==> config.mk <==
export PLATFORM = sky130hd
export DESIGN_NAME = gps_correlator
export DESIGN_NICKNAME = d
export VERILOG_FILES = /design/src/rtl/gps_corr_pkg.sv /design/src/rtl/gps_correlator_arm.sv /design/src/rtl/gps_correlator.sv
export SDC_FILE = /design/constraint.sdc
export NUM_CORES = 1
export LEC_CHECK = 0
export ABC_AREA = 1
export BUFFER_PORTS_ARGS = -buffer_cell sky130_fd_sc_hd__buf_2
export CAP_MARGIN = 25
export CELL_PAD_IN_SITES_DETAIL_PLACEMENT = 1
export CELL_PAD_IN_SITES_GLOBAL_PLACEMENT = 2
export CORE_AREA = 3 3 148 150
export CTS_CLUSTER_DIAMETER = 100
export DETAILED_ROUTE_END_ITERATION = 16
export DIE_AREA = 0 0 151 153
export PLACE_DENSITY_LB_ADDON = 0.1
export SETUP_SLACK_MARGIN = 0.4
export SYNTH_ARGS = -nofsm -noshare
export SYNTH_HDL_FRONTEND = slang
export SYNTH_SLANG_ARGS = --single-unit
==> constraint.sdc <==
create_clock -name clk -period 2.5 [get_ports clk]
set_clock_uncertainty 0.05 [all_clocks]
set_input_delay 0.25 -clock clk [delete_from_list [all_inputs] [get_ports clk]]
set_output_delay 0.25 -clock clk [all_outputs]
set_load 0.01 [all_outputs]
==> src/rtl/gps_corr_pkg.sv <==
// Shared constants and saturation helpers for the GPS correlator.
// Sign encoding: bit value 0 stands for +1 and bit value 1 stands for -1.
package gps_corr_pkg;

  localparam logic POS = 1'b0;
  localparam logic NEG = 1'b1;

  localparam int ACC_W_DEF    = 16;
  localparam int CNT_W_DEF    = 15;
  localparam int EL_DELAY_DEF = 8;

  function automatic int sat_max(input int w);
    return (1 << (w - 1)) - 1;
  endfunction

  function automatic int sat_min(input int w);
    return -(1 << (w - 1));
  endfunction

endpackage

==> src/rtl/gps_correlator_arm.sv <==
// One correlator arm: integrates +/-1 products with saturation, restarts on
// an epoch sample and captures the finished period's total into its dump register.
module corr_arm
  import gps_corr_pkg::*;
#(
  parameter int ACC_W = ACC_W_DEF
) (
  input  logic             clk,
  input  logic             rst,
  input  logic             valid,
  input  logic             epoch,
  input  logic             prod,
  output logic [ACC_W-1:0] total
);

  localparam logic signed [ACC_W-1:0] MAX = ACC_W'(sat_max(ACC_W));
  localparam logic signed [ACC_W-1:0] MIN = ACC_W'(sat_min(ACC_W));
  localparam logic signed [ACC_W-1:0] ONE = ACC_W'(1);

  logic signed [ACC_W-1:0] acc;
  logic signed [ACC_W-1:0] acc_next;
  logic signed [ACC_W-1:0] contrib;

  // Pinned at the rails instead of wrapping, so a strong signal never flips sign.
  always_comb begin
    contrib  = (prod == POS) ? ONE : -ONE;
    acc_next = acc;
    if ((prod == POS) && (acc != MAX)) begin
      acc_next = acc + ONE;
    end else if ((prod == NEG) && (acc != MIN)) begin
      acc_next = acc - ONE;
    end
  end

  always_ff @(posedge clk) begin
    if (rst) begin
      acc   <= '0;
      total <= '0;
    end else if (valid) begin
      if (epoch) begin
        total <= acc;
        acc   <= contrib;
      end else begin
        acc <= acc_next;
      end
    end
  end

endmodule

==> src/rtl/gps_correlator.sv <==
// GPS I/Q correlator: carrier and code wipe-off, integrate-and-dump per code epoch.
// Define GPS_CORR_EARLY_LATE_EN to add early and late arms around a delayed prompt.
module gps_correlator
  import gps_corr_pkg::*;
#(
  parameter int ACC_W    = ACC_W_DEF,
  parameter int CNT_W    = CNT_W_DEF,
  parameter int EL_DELAY = EL_DELAY_DEF
) (
  input  logic             clk,
  input  logic             rst,
  input  logic             sample_valid,
  input  logic             if_sign,
  input  logic             lo_sin,
  input  logic             lo_cos,
  input  logic             code_chip,
  input  logic             epoch,
  input  logic             dump_ready,
  output logic             dump_valid,
  output logic [ACC_W-1:0] acc_i,
  output logic [ACC_W-1:0] acc_q,
  output logic [CNT_W-1:0] dump_count,
  output logic             overrun
`ifdef GPS_CORR_EARLY_LATE_EN
  ,
  output logic [ACC_W-1:0] acc_ie,
  output logic [ACC_W-1:0] acc_qe,
  output logic [ACC_W-1:0] acc_il,
  output logic [ACC_W-1:0] acc_ql
`endif
);

  if (EL_DELAY < 1) begin : g_bad_el_delay
    $error("EL_DELAY must be at least 1");
  end

  logic prompt_chip;
  logic pi_r, pq_r, valid_r, epoch_r;
  logic [CNT_W-1:0] count;

`ifdef GPS_CORR_EARLY_LATE_EN
  logic [2*EL_DELAY-1:0] code_line;
  logic                  pie_r, pqe_r, pil_r, pql_r;

  // The code history advances only on real samples so replica spacing is in samples, not cycles.
  always_ff @(posedge clk) begin
    if (rst) begin
      code_line <= '0;
    end else if (sample_valid) begin
      code_line <= {code_line[2*EL_DELAY-2:0], code_chip};
    end
  end

  assign prompt_chip = code_line[EL_DELAY-1];

  always_ff @(posedge clk) begin
    if (rst) begin
      pie_r <= 1'b0;
      pqe_r <= 1'b0;
      pil_r <= 1'b0;
      pql_r <= 1'b0;
    end else begin
      pie_r <= if_sign ^ lo_cos ^ code_chip;
      pqe_r <= if_sign ^ lo_sin ^ code_chip;
      pil_r <= if_sign ^ lo_cos ^ code_line[2*EL_DELAY-1];
      pql_r <= if_sign ^ lo_sin ^ code_line[2*EL_DELAY-1];
    end
  end

  corr_arm #(.ACC_W(ACC_W)) u_arm_ie (.clk(clk), .rst(rst), .valid(valid_r), .epoch(epoch_r), .prod(pie_r), .total(acc_ie));
  corr_arm #(.ACC_W(ACC_W)) u_arm_qe (.clk(clk), .rst(rst), .valid(valid_r), .epoch(epoch_r), .prod(pqe_r), .total(acc_qe));
  corr_arm #(.ACC_W(ACC_W)) u_arm_il (.clk(clk), .rst(rst), .valid(valid_r), .epoch(epoch_r), .prod(pil_r), .total(acc_il));
  corr_arm #(.ACC_W(ACC_W)) u_arm_ql (.clk(clk), .rst(rst), .valid(valid_r), .epoch(epoch_r), .prod(pql_r), .total(acc_ql));
`else
  assign prompt_chip = code_chip;
`endif

  always_ff @(posedge clk) begin
    if (rst) begin
      pi_r    <= 1'b0;
      pq_r    <= 1'b0;
      valid_r <= 1'b0;
      epoch_r <= 1'b0;
    end else begin
      pi_r    <= if_sign ^ lo_cos ^ prompt_chip;
      pq_r    <= if_sign ^ lo_sin ^ prompt_chip;
      valid_r <= sample_valid;
      epoch_r <= epoch & sample_valid;
    end
  end

  corr_arm #(.ACC_W(ACC_W)) u_arm_i (.clk(clk), .rst(rst), .valid(valid_r), .epoch(epoch_r), .prod(pi_r), .total(acc_i));
  corr_arm #(.ACC_W(ACC_W)) u_arm_q (.clk(clk), .rst(rst), .valid(valid_r), .epoch(epoch_r), .prod(pq_r), .total(acc_q));

  // A dump landing on the same edge as an accept keeps dump_valid high and is not an overrun.
  always_ff @(posedge clk) begin
    if (rst) begin
      count      <= '0;
      dump_count <= '0;
      dump_valid <= 1'b0;
      overrun    <= 1'b0;
    end else begin
      if (valid_r) begin
        if (epoch_r) begin
          count <= CNT_W'(1);
        end else if (count != '1) begin
          count <= count + CNT_W'(1);
        end
      end
      if (valid_r && epoch_r) begin
        dump_count <= count;
        dump_valid <= 1'b1;
        if (dump_valid && !dump_ready) begin
          overrun <= 1'b1;
        end
      end else if (dump_valid && dump_ready) begin
        dump_valid <= 1'b0;
      end
    end
  end

endmodule

After elaboration in Yosys (flattened, before gate mapping)
Cells that the tools add are included.

Flip-flop bits (word level): 100. Bits in latches: 0. Memory bits (writable): 0. Bits in read-only memories: 0. Output and inout port bits: 49. Logic and storage cells: 58. Memories kept: 0.

Add/sub/neg operators: 5. $mul: 0. Divide/modulo/power cells: 0. Order comparisons: 0. Equality and inequality tests: 5. Shift-type cells: 0. Multiplexer cells: 12. Bitwise logic cells: 7. Reductions and logical operators: 17.

Operator list (count): 2-to-1 mux 16 bit (8); != test 16 bit (second input constant) (4); adder 16 x 2 -> 16 bit (second input constant) (2); subtractor 16 x 2 -> 16 bit (second input constant) (2); 2-to-1 mux 15 bit (2); adder 15 x 1 -> 15 bit (second input constant) (1); != test 15 bit (second input constant) (1); AND reduction 2 bit (5); logical AND 1 bit (7); nonzero test 3 bit (2); nonzero test 2 bit (2); XOR 1 bit (4); 2-to-1 mux 1 bit (2); NOT 1 bit (2); bitwise AND 1 bit (1); logical NOT 1 bit (1).

Longest topological paths before layout
Gate-level depths: netlist of the first run.

Depth after elaboration: 5. Depth in mapped cells: 17. Depth with buffers taken out: 17.

By module
A second synthesis of the first run with hierarchy kept.

Cell total of the unflattened synthesis: 953. Area, all modules: 6200.9 um2.

Modules (own cells, without submodules): corr_arm at u_arm_q (instances 1, cells each 348, area an instance 2238.4 um2); corr_arm at u_arm_i (instances 1, cells each 353, area an instance 2230.9 um2); gps_correlator (instances 1, cells each 252, area an instance 1731.7 um2).

Worst setup path before layout of the first run
OpenSTA, ideal clock, no wires.

Kind: reg2reg. Start point: register u_arm_i.acc[0]. End point: register u_arm_i.acc[12]. Setup time: 0.116 ns. Arrival time: 2.306 ns. Slack: 0.027 ns. Cell stages (with the launch flop): 14. Clock period less this slack: 2.473 ns. Path through: dfxtp_1 -> buf_4 -> nand2_2 -> nor2_1 -> nand2_1 -> o21ai_2 -> ha_1 -> a21oi_1 -> nand2_1 -> nand3_1 -> nand3_1 -> or2_2 -> nand2_1 -> a21oi_1.

Word-level cells in the longest chain between the ends: 4. Elaborated cells on any way between the ends: 11. Classes of those cells: 2 x add/sub; 2 x eq/ne; 3 x mux; 4 x reduce/logical.

RTL lines: start: declaration (RTL line gps_correlator_arm.sv:20) `logic signed [ACC_W-1:0] acc;`; start signal: assignment (RTL line gps_correlator_arm.sv:42) `acc <= contrib;`; start signal: assignment (RTL line gps_correlator_arm.sv:44) `acc <= acc_next;`; subtractor 16 x 2 -> 16 bit, or another cell as far along (RTL line gps_correlator_arm.sv:31) `acc_next = acc - ONE;`; 2-to-1 mux 16 bit, or another cell as far along (RTL line gps_correlator_arm.sv:30) `end else if ((prod == NEG) && (acc != MIN)) begin`; 2-to-1 mux 16 bit / nonzero test 3 bit (equally long branches); 2-to-1 mux 16 bit / AND reduction 2 bit (equally long branches).

Several ways; a longest one is shown, not always the timed one. The select of a mux whose other input is x is not followed. A chain may end at the register's enable or synchronous reset.

Final worst setup path of the first run
Start point: register u_arm_i.acc[15]. End point: register u_arm_i.acc[12].

Word-level cells in the longest chain between the ends: 4. Elaborated cells on any way between the ends: 8. Classes of those cells: 2 x eq/ne; 2 x mux; 4 x reduce/logical.

RTL lines (RTL line): != test 16 bit, on equally long branches (gps_correlator_arm.sv:30, gps_correlator_arm.sv:28); logical AND 1 bit, on equally long branches (gps_correlator_arm.sv:30, gps_correlator_arm.sv:28); nonzero test 3 bit (no source line) / 2-to-1 mux 16 bit (equally long branches); AND reduction 2 bit (no source line) / 2-to-1 mux 16 bit (equally long branches).

Several ways; a longest one is shown, not always the timed one.

==> impl_metrics.ini, run 1 <==
[status]
status = complete, no violations

[timing]
setup_viol = 0
finalMaxSlewViolations = 0
worst_pin_slew_ps = 612
period_needed_ps = 2330
finalCritPeriodShare_pct = 93.3
rsz0062_at_grt = yes
relSlewSlack_pct = 59.0
hold_violations = 0
fmaxAchievable_ghz = 0.429

[global_route]
use_met1_pct = 24.2
grt_busiest_layer = met2
grt_pass1_wl_um = 34300
grt_max_degree = 89
grt_use_met2_pct = 32.3
use_met3_pct = 2.85
grt_remaining_overflow = 0
grt_use_total_pct = 18.6
grt_pass1_vias = 6558
antenna_found_initial = 0

[finish]
area_growth_pct = 45.2
post-route-util_pct = 41.5
drive_above_1_share_pct = 39.4
layout_commonest_cell = nand2_1
mostFrequentLayoutCells = 177 x nand2_1, 103 x inv_1, 83 x nor2_1
antenna_cells = 0
design_area_um2 = 8640
final_nets = 1098

[floorplan]
coreArea_um2 = 20800
ioPinCount = 58
die_y_um = 153
num_rows = 53
die_area_um2 = 23100
start_util_pct = 28.6
die_x_um = 151

[critical_path]
crit_family = simple AND/OR/NAND/NOR gates
crit_arrival_ps = 2520
crit_chain = inv_2, nand2_2, nor2_4, nand2_2, o21ai_4, buf_6, buf_6, fa_2, nand3_2, nand2_4, buf_4, nand3_1, nand3_2, or2_4, nand2_2, a21oi_1
cp-start-kind = register
crit_path_start = u_arm_i.acc[15]
cp.buffers_inverters = 4
worst_setup_path_end_kind = register
required_ps = 2690
critical_path.slowest_cell = fa_2
worstSetupPathType = register to register
r2r_cells = 16
cp_max_fo = 5
crit_cells = 16
rr_startpoint = u_arm_i.acc[15]
r2r_slack_ps = 170
endpoint = u_arm_i.acc[12]
r2r_end = u_arm_i.acc[12]
cp_common_cell = nand2_2
slowest_delay_ps = 370

[cts]
insertion_delay_ps = 360
clk_path_buf_depth = 2
cts_hold_buf = 0
path_clk_slew_ps = 80
cts-root-buf = clkbuf_16
htreeDepth = 3
numCtsBuffers = 9
clock-sinks = 100
cts_tree = built

[pwr]
ir_drop_v = 0.000294
leakage_nw = 4.04
powerDensity_nw_per_um2 = 516

[logic_synthesis]
yosys.area_share.simple_pct = 32.0
synthDistinctLibCells = 36
avgSynthCellArea_um2 = 6.45
synth_mux_area_share_pct = 0
ys_ff_latch = 100
synth_top_family_by_area = simple AND/OR/NAND/NOR gates
yosys_warnings = 0
yosysSeqAreaShare_pct = 33.6
synth_cells = 922
synth-xor-area-share_pct = 0.442
synth_fa_ha_area_share_pct = 7.19
synthesis.area_um2 = 5950
synth-compound-area-share_pct = 16.4
syn-num-nets = 964

[placed_design]
placed_area_um2 = 6930
gp_congestion = 0.853
dp_hpwl_um = 15000
port_buffers = 57

[routing]
vias = 6272
firstDrtPassIters = 4
drtIter0Drc = 190
drtAntennaViolNets = 0
wl_per_cell_um = 15.8
wl_um = 21200
viasPerCell = 4.69
route.detailed.drc = 0

[hold_path]
hold_class = input pin to register

[job]
maxCapViolations = 0
## sequential cells by signal (all words and copies together), names as in the netlist, 15 cells and up
name	cells
u_arm_q.total	16
u_arm_i.acc	16
dump_count	15
u_arm_q.acc	16
u_arm_i.total	16
count	15
## routing by layer
metal  wire length, um  vias up
met5                 0        -
met4               282        0
met3               366       17
met2             10600       51
met1              9920     2978
li1                  -     3226
## worst min-delay path by stage
stage	start	endpoint	slack, ps	cells past startpoint
floorplan	code_chip	pi_r	290	1
global placement	overrun	overrun	400	2
detailed placement	overrun	overrun	420	2
CTS	code_chip	pq_r	30	2
global route	code_chip	pq_r	50	2
finish	code_chip	pq_r	50	2
## synth_stat cells
master	number	share of area, %
fa_1	2	0.67
o21ai_2	1	0.15
nand2_1	263	17
or2_2	7	0.74
a21oi_2	2	0.29
nor2_2	1	0.11
buf_8	2	0.50
buf_4	1	0.13
o21ai_4	1	0.27
nand3_4	1	0.29
nor2_1	97	6.1
o21bai_1	2	0.25
dfxtp_1	100	34
nand3_1	47	4.0
nand3b_1	6	0.76
nand2_4	3	0.57
nand2_2	2	0.21
ha_1	31	6.5
a21oi_1	109	9.2
inv_1	113	7.1
o21ai_0	69	5.8
nand3_2	3	0.50
buf_1	1	0.063
nand4_1	5	0.53
clkbuf_8	2	0.46
inv_2	5	0.32
buf_2	6	0.50
and2_1	4	0.42
and3_1	1	0.11
a31oi_1	1	0.11
clkbuf_1	13	0.82
nor3_1	13	1.1
o21a_1	1	0.13
xor2_1	3	0.44
buf_6	2	0.38
a211oi_1	2	0.25
## power breakdown
group / internal, mW / switching (mW) / leakage, nW
combinational: 0.571 / 0.731 / 3.07
clock: 0.706 / 0.741 / 0.147
sequential: 1.66 / 0.0452 / 0.827
total: 2.94 / 1.52 / 4.04
## logic make-up (layout without fill, tap and decap cells)
logic type / after synthesis / in the layout
and+or+nand+nor: 453 / 453
AOI/OAI and AO/OA: 188 / 188
buffers and inverters: 145 / 284
DFF: 100 / 100
adders and majority gates: 33 / 33
xor gates and xnor gates: 3 / 3
## layout make-up
class	instances	area, um2
well taps	275	344
repair buffers	150	1100
fillers	2595	12200
clock buffers	9	225
multi-input cells	677	4400
flip-flops and latches	100	2050
clock inverters	7	70.1
inverters	118	448
## stage by stage
stage	instances	setup WS, ps	setup TNS (ps)	power (mW)	hold WS, ps
finish	1336	167	0	4.46	47.9
global route	1336	29.6	0	4.72	47.2
CTS	1324	154	0	4.36	30.5
detailed placement	1277	-58.2	-130	2.65	418
global placement	1277	-55.4	-98.7	2.65	396
floorplan	922	190	0	2.33	290
## what timing repair did
action | 4_1_cts | 5_1_grt
pin swaps | 79 | 75
setup buffers | 31 | 12
setup endpoints to repair | 26 | 34
resized for setup | 167 | 108
endpoints found under the hold margin | 0 | 0
No activity file was read; power rests on OpenSTA's default activity.
==> run 2, diff against run 1 <==
SETUP_SLACK_MARGIN = not set   (was 0.4)
==> impl_metrics.ini, run 2 (synthesis gave the netlist of run 1 again) <==
[status]
status = complete, no violations

[timing]
fin_ws_ps = 97.5
finalCritPeriodShare_pct = 96.1
rsz0062_at_grt = yes
relSlewSlack_pct = 59.7
finalMaxSlewViolations = 0
whs_ps = 53.6
worst_pin_slew_ps = 602
period_needed_ps = 2400
setup_viol = 0
hold_violations = 0
fmaxAchievable_ghz = 0.416

[global_route]
antenna_found_initial = 0
grt_pass1_wl_um = 31900
grt_pass1_vias = 6078
grt_use_total_pct = 17.4
grt_max_degree = 77
grt_remaining_overflow = 0

[placed_design]
dp_hpwl_um = 14600
gp_congestion = 0.791
pre_cts_ws_ps = -136
port_buffers = 57

[routing]
drtIter0Drc = 195
wl_um = 19900
wl_per_cell_um = 15.3
vias = 5968
drtAntennaViolNets = 0
viasPerCell = 4.57
firstDrtPassIters = 4
dr_wl_met3_um = 458
route.detailed.drc = 0
top_layer = met4
wl_met2_um = 8730
met1_length_um = 10500

[floorplan]
die_area_um2 = 23100
coreArea_um2 = 20800
ioPinCount = 58
start_util_pct = 28.6
num_rows = 53
die_y_um = 153
die_x_um = 151

[cts]
numCtsBuffers = 9
path_clk_slew_ps = 80
insertion_delay_ps = 360
cts-root-buf = clkbuf_16
clock-sinks = 100
htreeDepth = 3
clk_path_buf_depth = 2
cts_tree = built
cts_hold_buf = 0

[job]
maxCapViolations = 0

[hold_path]
hold_class = input pin to register

[critical_path]
cp_max_fo = 6
r2r_slack_ps = 100
worst_setup_path_end_kind = register
required_ps = 2740
worstSetupPathType = register to register
crit_arrival_ps = 2640
cp-start-kind = register

[pwr]
leakage_nw = 3.70
ir_drop_v = 0.000261
powerDensity_nw_per_um2 = 572

[finish]
layout_commonest_cell = nand2_1
drive_above_1_share_pct = 23.9
area_growth_pct = 28.8
n_fill_cell = 2670
mostFrequentLayoutCells = 235 x nand2_1, 112 x inv_1, 92 x a21oi_1
antenna_cells = 0
final_nets = 1067
## run 2: cell types whose count changed in the layout (fill, tap and decap cells not counted), sizes merged
cell    before  now
buf        150  118
clkinv       4    0
clkbuf       9   12
bufinv       0    2
## run 2: worst max-delay path, cell delays in order (launching register included)
cell and delay [ps]:
dfxtp_1 350, nand2_1 90, nor2_4 150, nand2_2 80, o21ai_4 220, buf_12 160, ha_2 300, or2_2 290
nand3_1 100, nand2_2 80, nand2_1 70, nand2_1 70, nand3_1 70, nand3_1 80, a21oi_1 140
## run 2: metrics by stage
stage	cell area, um2	setup TNS [ps]	cells	utilization, %	power (mW)
2_1_floorplan	5950	0	922	-	2.29
3_3_place_gp	6870	-407	1283	33.0	2.64
3_5_place_dp	6870	-449	1283	33.0	2.64
4_1_cts	7240	0	1300	34.8	4.37
5_1_grt	7660	-131	1305	36.8	4.64
6_report	7660	0	1305	36.8	4.39
## run 2: timing repair
| action | 4_1_cts | 5_1_grt |
|---|---|---|
| buffers inserted | 1 | 4 |
| setup endpoints to repair | 16 | 25 |
| pin swaps | 1 | 20 |
| resized for setup | 5 | 92 |
| cloned | 0 | 1 |
## run 2: where the power goes
group / leakage, nW / internal (mW) / switching [mW]
sequential: 0.818 / 1.66 / 0.0426
combinational: 2.71 / 0.417 / 0.599
clock: 0.169 / 0.950 / 0.721
total: 3.70 / 3.02 / 1.36
## run 2: area by class of cell
class	instances	area (um2)	area share (%)
Sequential cell	100	2020	26.3
Inverter	118	443	5.78
Clock buffer	11	253	3.30
Timing Repair Buffer	119	822	10.7
Clock inverter	5	88.8	1.16
Tap cell	275	344	4.49
Multi-Input combinational cell	677	3700	48.2
## run 2: path summary, 6_finish.rpt
kind              cells past startpoint       startpoint              end
setup reg to reg                     14  u_arm_i.acc[10]  u_arm_i.acc[15]
setup / recovery                     14  u_arm_i.acc[10]  u_arm_i.acc[15]
hold / removal                        3     sample_valid          valid_r
hold reg to reg                       2          overrun          overrun
## run 2: metal layers
| layer | up-vias | global-route usage [%] |
|---|---|---|
| met3 | 10 | 2.58 |
| li1 | 3164 | - |
| met5 | - | 0 |
| met2 | 59 | 27.2 |
| met1 | 2735 | 25.4 |
| met4 | 0 | 3.63 |
==> run 3, diff against run 2 <==
ABC_AREA = not set   (was 1)
CORE_AREA = 3 3 136 138   (was 3 3 148 150)
DIE_AREA = 0 0 139 141   (was 0 0 151 153)
==> impl_metrics.ini, run 3 <==
[critical_path]
r2r_slack_ps = -430
r2r_end = u_arm_q.acc[6]
worstSetupPathType = register to register
cp_max_fo = 5
cp-start-kind = register
rr_startpoint = u_arm_q.acc[7]
crit_arrival_ps = 3100
r2r_cells = 13
worst_setup_path_end_kind = register
required_ps = 2670

[cts]
insertion_delay_ps = 350
clock-sinks = 100
numCtsBuffers = 9
path_clk_slew_ps = 80
cts_hold_buf = 0
cts-root-buf = clkbuf_16
clk_path_buf_depth = 2
htreeDepth = 3
cts_tree = built

[pwr]
ir_drop_v = 0.000427
total_power_mw = 4.55
leakage_nw = 3.45
powerDensity_nw_per_um2 = 548

[finish]
area_growth_pct = 55.6
seqCellArea_um2 = 2040
post-route-util_pct = 48.0
drive_above_1_share_pct = 43.3
n_fill_cell = 2049
design_area_um2 = 8300
mostFrequentLayoutCells = 134 x buf_4, 117 x nand2_1, 80 x dfxtp_1
final_nets = 917
multi_input_area_um2 = 3940
layout_commonest_cell = buf_4
antenna_cells = 0

[timing]
setup_viol = 22
relSlewSlack_pct = 38.7
fmaxAchievable_ghz = 0.341
hold_violations = 0
period_needed_ps = 2930
worst_pin_slew_ps = 910
finalCritPeriodShare_pct = 117
whs_ps = 79.2
rsz0062_at_grt = yes
finalMaxSlewViolations = 0
fin_setup_tns_ps = -6160
fin_ws_ps = -429

[logic_synthesis]
synth_top_area_cell = dfxtp_1
synthesis.area_um2 = 5330
ys_ff_latch = 100
synth-compound-area-share_pct = 20.4
synth-xor-area-share_pct = 5.40
synth_fa_ha_area_share_pct = 8.03
synth_common_cells = 123 x nand2_1, 100 x dfxtp_1, 76 x a21oi_1, 70 x nor2_1, 31 x ha_1
ys_async_sr_fraction_pct = 0
yosys_warnings = 0
yosys.area.top_type_share_pct = 37.5
synth-edff-count = 0
yosysSeqAreaShare_pct = 37.5
synth_cells = 674
yosys.cell_count.top_type = nand2_1
ys.flop_type = dfxtp_1
synthTopCellsByArea = dfxtp_1 38%, nand2_1 8.7%, ha_1 7.3%
synthDistinctLibCells = 60
synth_mux_area_share_pct = 1.15
syn-num-nets = 716
yosys.area_share.simple_pct = 24.0
avgSynthCellArea_um2 = 7.91
synth_top_family_by_area = simple AND/OR/NAND/NOR gates

[routing]
wl_per_cell_um = 17.7
wl_um = 19600
viasPerCell = 5.11
drtAntennaViolNets = 0
vias = 5644
firstDrtPassIters = 4
drtIter0Drc = 266
route.detailed.drc = 0

[placed_design]
port_buffers = 57
placed_area_um2 = 6900
dp_hpwl_um = 13800
gp_congestion = 0.835

[job]
maxCapViolations = 0

[status]
status = finished with violations
violations = negative setup slack

[global_route]
grt_pass1_wl_um = 30700
grt_max_degree = 77
antenna_found_initial = 0
grt_remaining_overflow = 0
grt_use_total_pct = 19.2
grt_pass1_vias = 5775

[hold_path]
hp-start = epoch
min_to = epoch_r
hold_class = input pin to register
min_path_cells = 2

[floorplan]
die_area_um2 = 19600
coreArea_um2 = 17300
start_util_pct = 30.8
die_x_um = 139
die_y_um = 141
num_rows = 48
ioPinCount = 58
-- run 3: cell count changes in the layout (fill, tap and decap cells not counted), moves of 10 or more --
cell and delta:
nor2_1 -27, a21o_1 +10, nand2_1 -118, buf_6 +24
nand2_2 -25, inv_1 -98, nand3_1 -37, buf_4 +78
ha_4 +10, dfxtp_1 -11, o21ai_0 -62, a21oi_1 -30
xor2_1 +14
-- run 3: metrics by stage --
stage / std cells / worst slack [ps]
6_report: 1105 / -429
4_1_cts: 1098 / -400
5_1_grt: 1105 / -569
3_3_place_gp: 1054 / -507
2_1_floorplan: 674 / -271
3_5_place_dp: 1054 / -545
-- run 3: power breakdown --
part / total, mW / leakage [nW] / internal (mW) / switching [mW]
logic: 1.49 / 2.49 / 0.755 / 0.740
clock network: 1.37 / 0.134 / 0.716 / 0.654
registers: 1.69 / 0.821 / 1.65 / 0.0356
total: 4.55 / 3.45 / 3.12 / 1.43
-- run 3: timing repair --
item / CTS / global route
resized for setup: 100 / 69
pin swaps: 41 / 58
gates cloned: 3 / 0
endpoints found under the setup margin: 25 / 29
endpoints found under the hold margin: 0 / 0
buffers inserted: 29 / 12
-- run 3: critical path, stage by stage (launching register included) --
cell and delay [ps]:
dfxtp_2 340, nand4_1 130, nor4_2 370, nor2_1 110
inv_2 120, buf_6 120, ha_4 190, a21o_1 150
a21o_1 220, a211oi_4 270, buf_4 170, xnor2_1 130
nand2_1 80, a211oi_1 330
-- run 3: area by class of cell --
cell class	instances	area share (%)
clock inverters	5	0.528
well taps	225	3.39
multi-input cells	526	47.5
inverters	17	0.965
clock buffers	11	2.93
repair inverters	1	0.136
flip-flops and latches	100	24.6
repair buffers	220	20.0
-- run 3: cells by family after synthesis --
group	Yosys count
AOI/OAI and AO/OA	171
and+or+nand+nor	284
xor gates and xnor gates	32
buffers and inverters	48
DFF	100
muxes	6
adders and majority gates	33
-- run 3: worst max-delay path by stage --
stage                    startpoint               to  slack, ps  cells after the start
floorplan            u_arm_q.acc[0]  u_arm_q.acc[14]       -270                     12
global placement     u_arm_i.acc[3]  u_arm_i.acc[15]       -510                     13
detailed placement   u_arm_i.acc[3]  u_arm_i.acc[10]       -540                     13
CTS                 u_arm_q.acc[15]  u_arm_q.acc[14]       -400                     13
global route         u_arm_q.acc[8]  u_arm_q.acc[14]       -570                     12
finish               u_arm_q.acc[7]   u_arm_q.acc[6]       -430                     13
-- run 3: routing by layer --
metal / part of all wire [%] / wire, um / global-route usage [%]
met4: 1.4 / 275 / 5.10
met5: 0 / 0 / 0
met3: 3.1 / 613 / 2.07
met2: 49 / 9610 / 33.4
met1: 46 / 9110 / 25.4
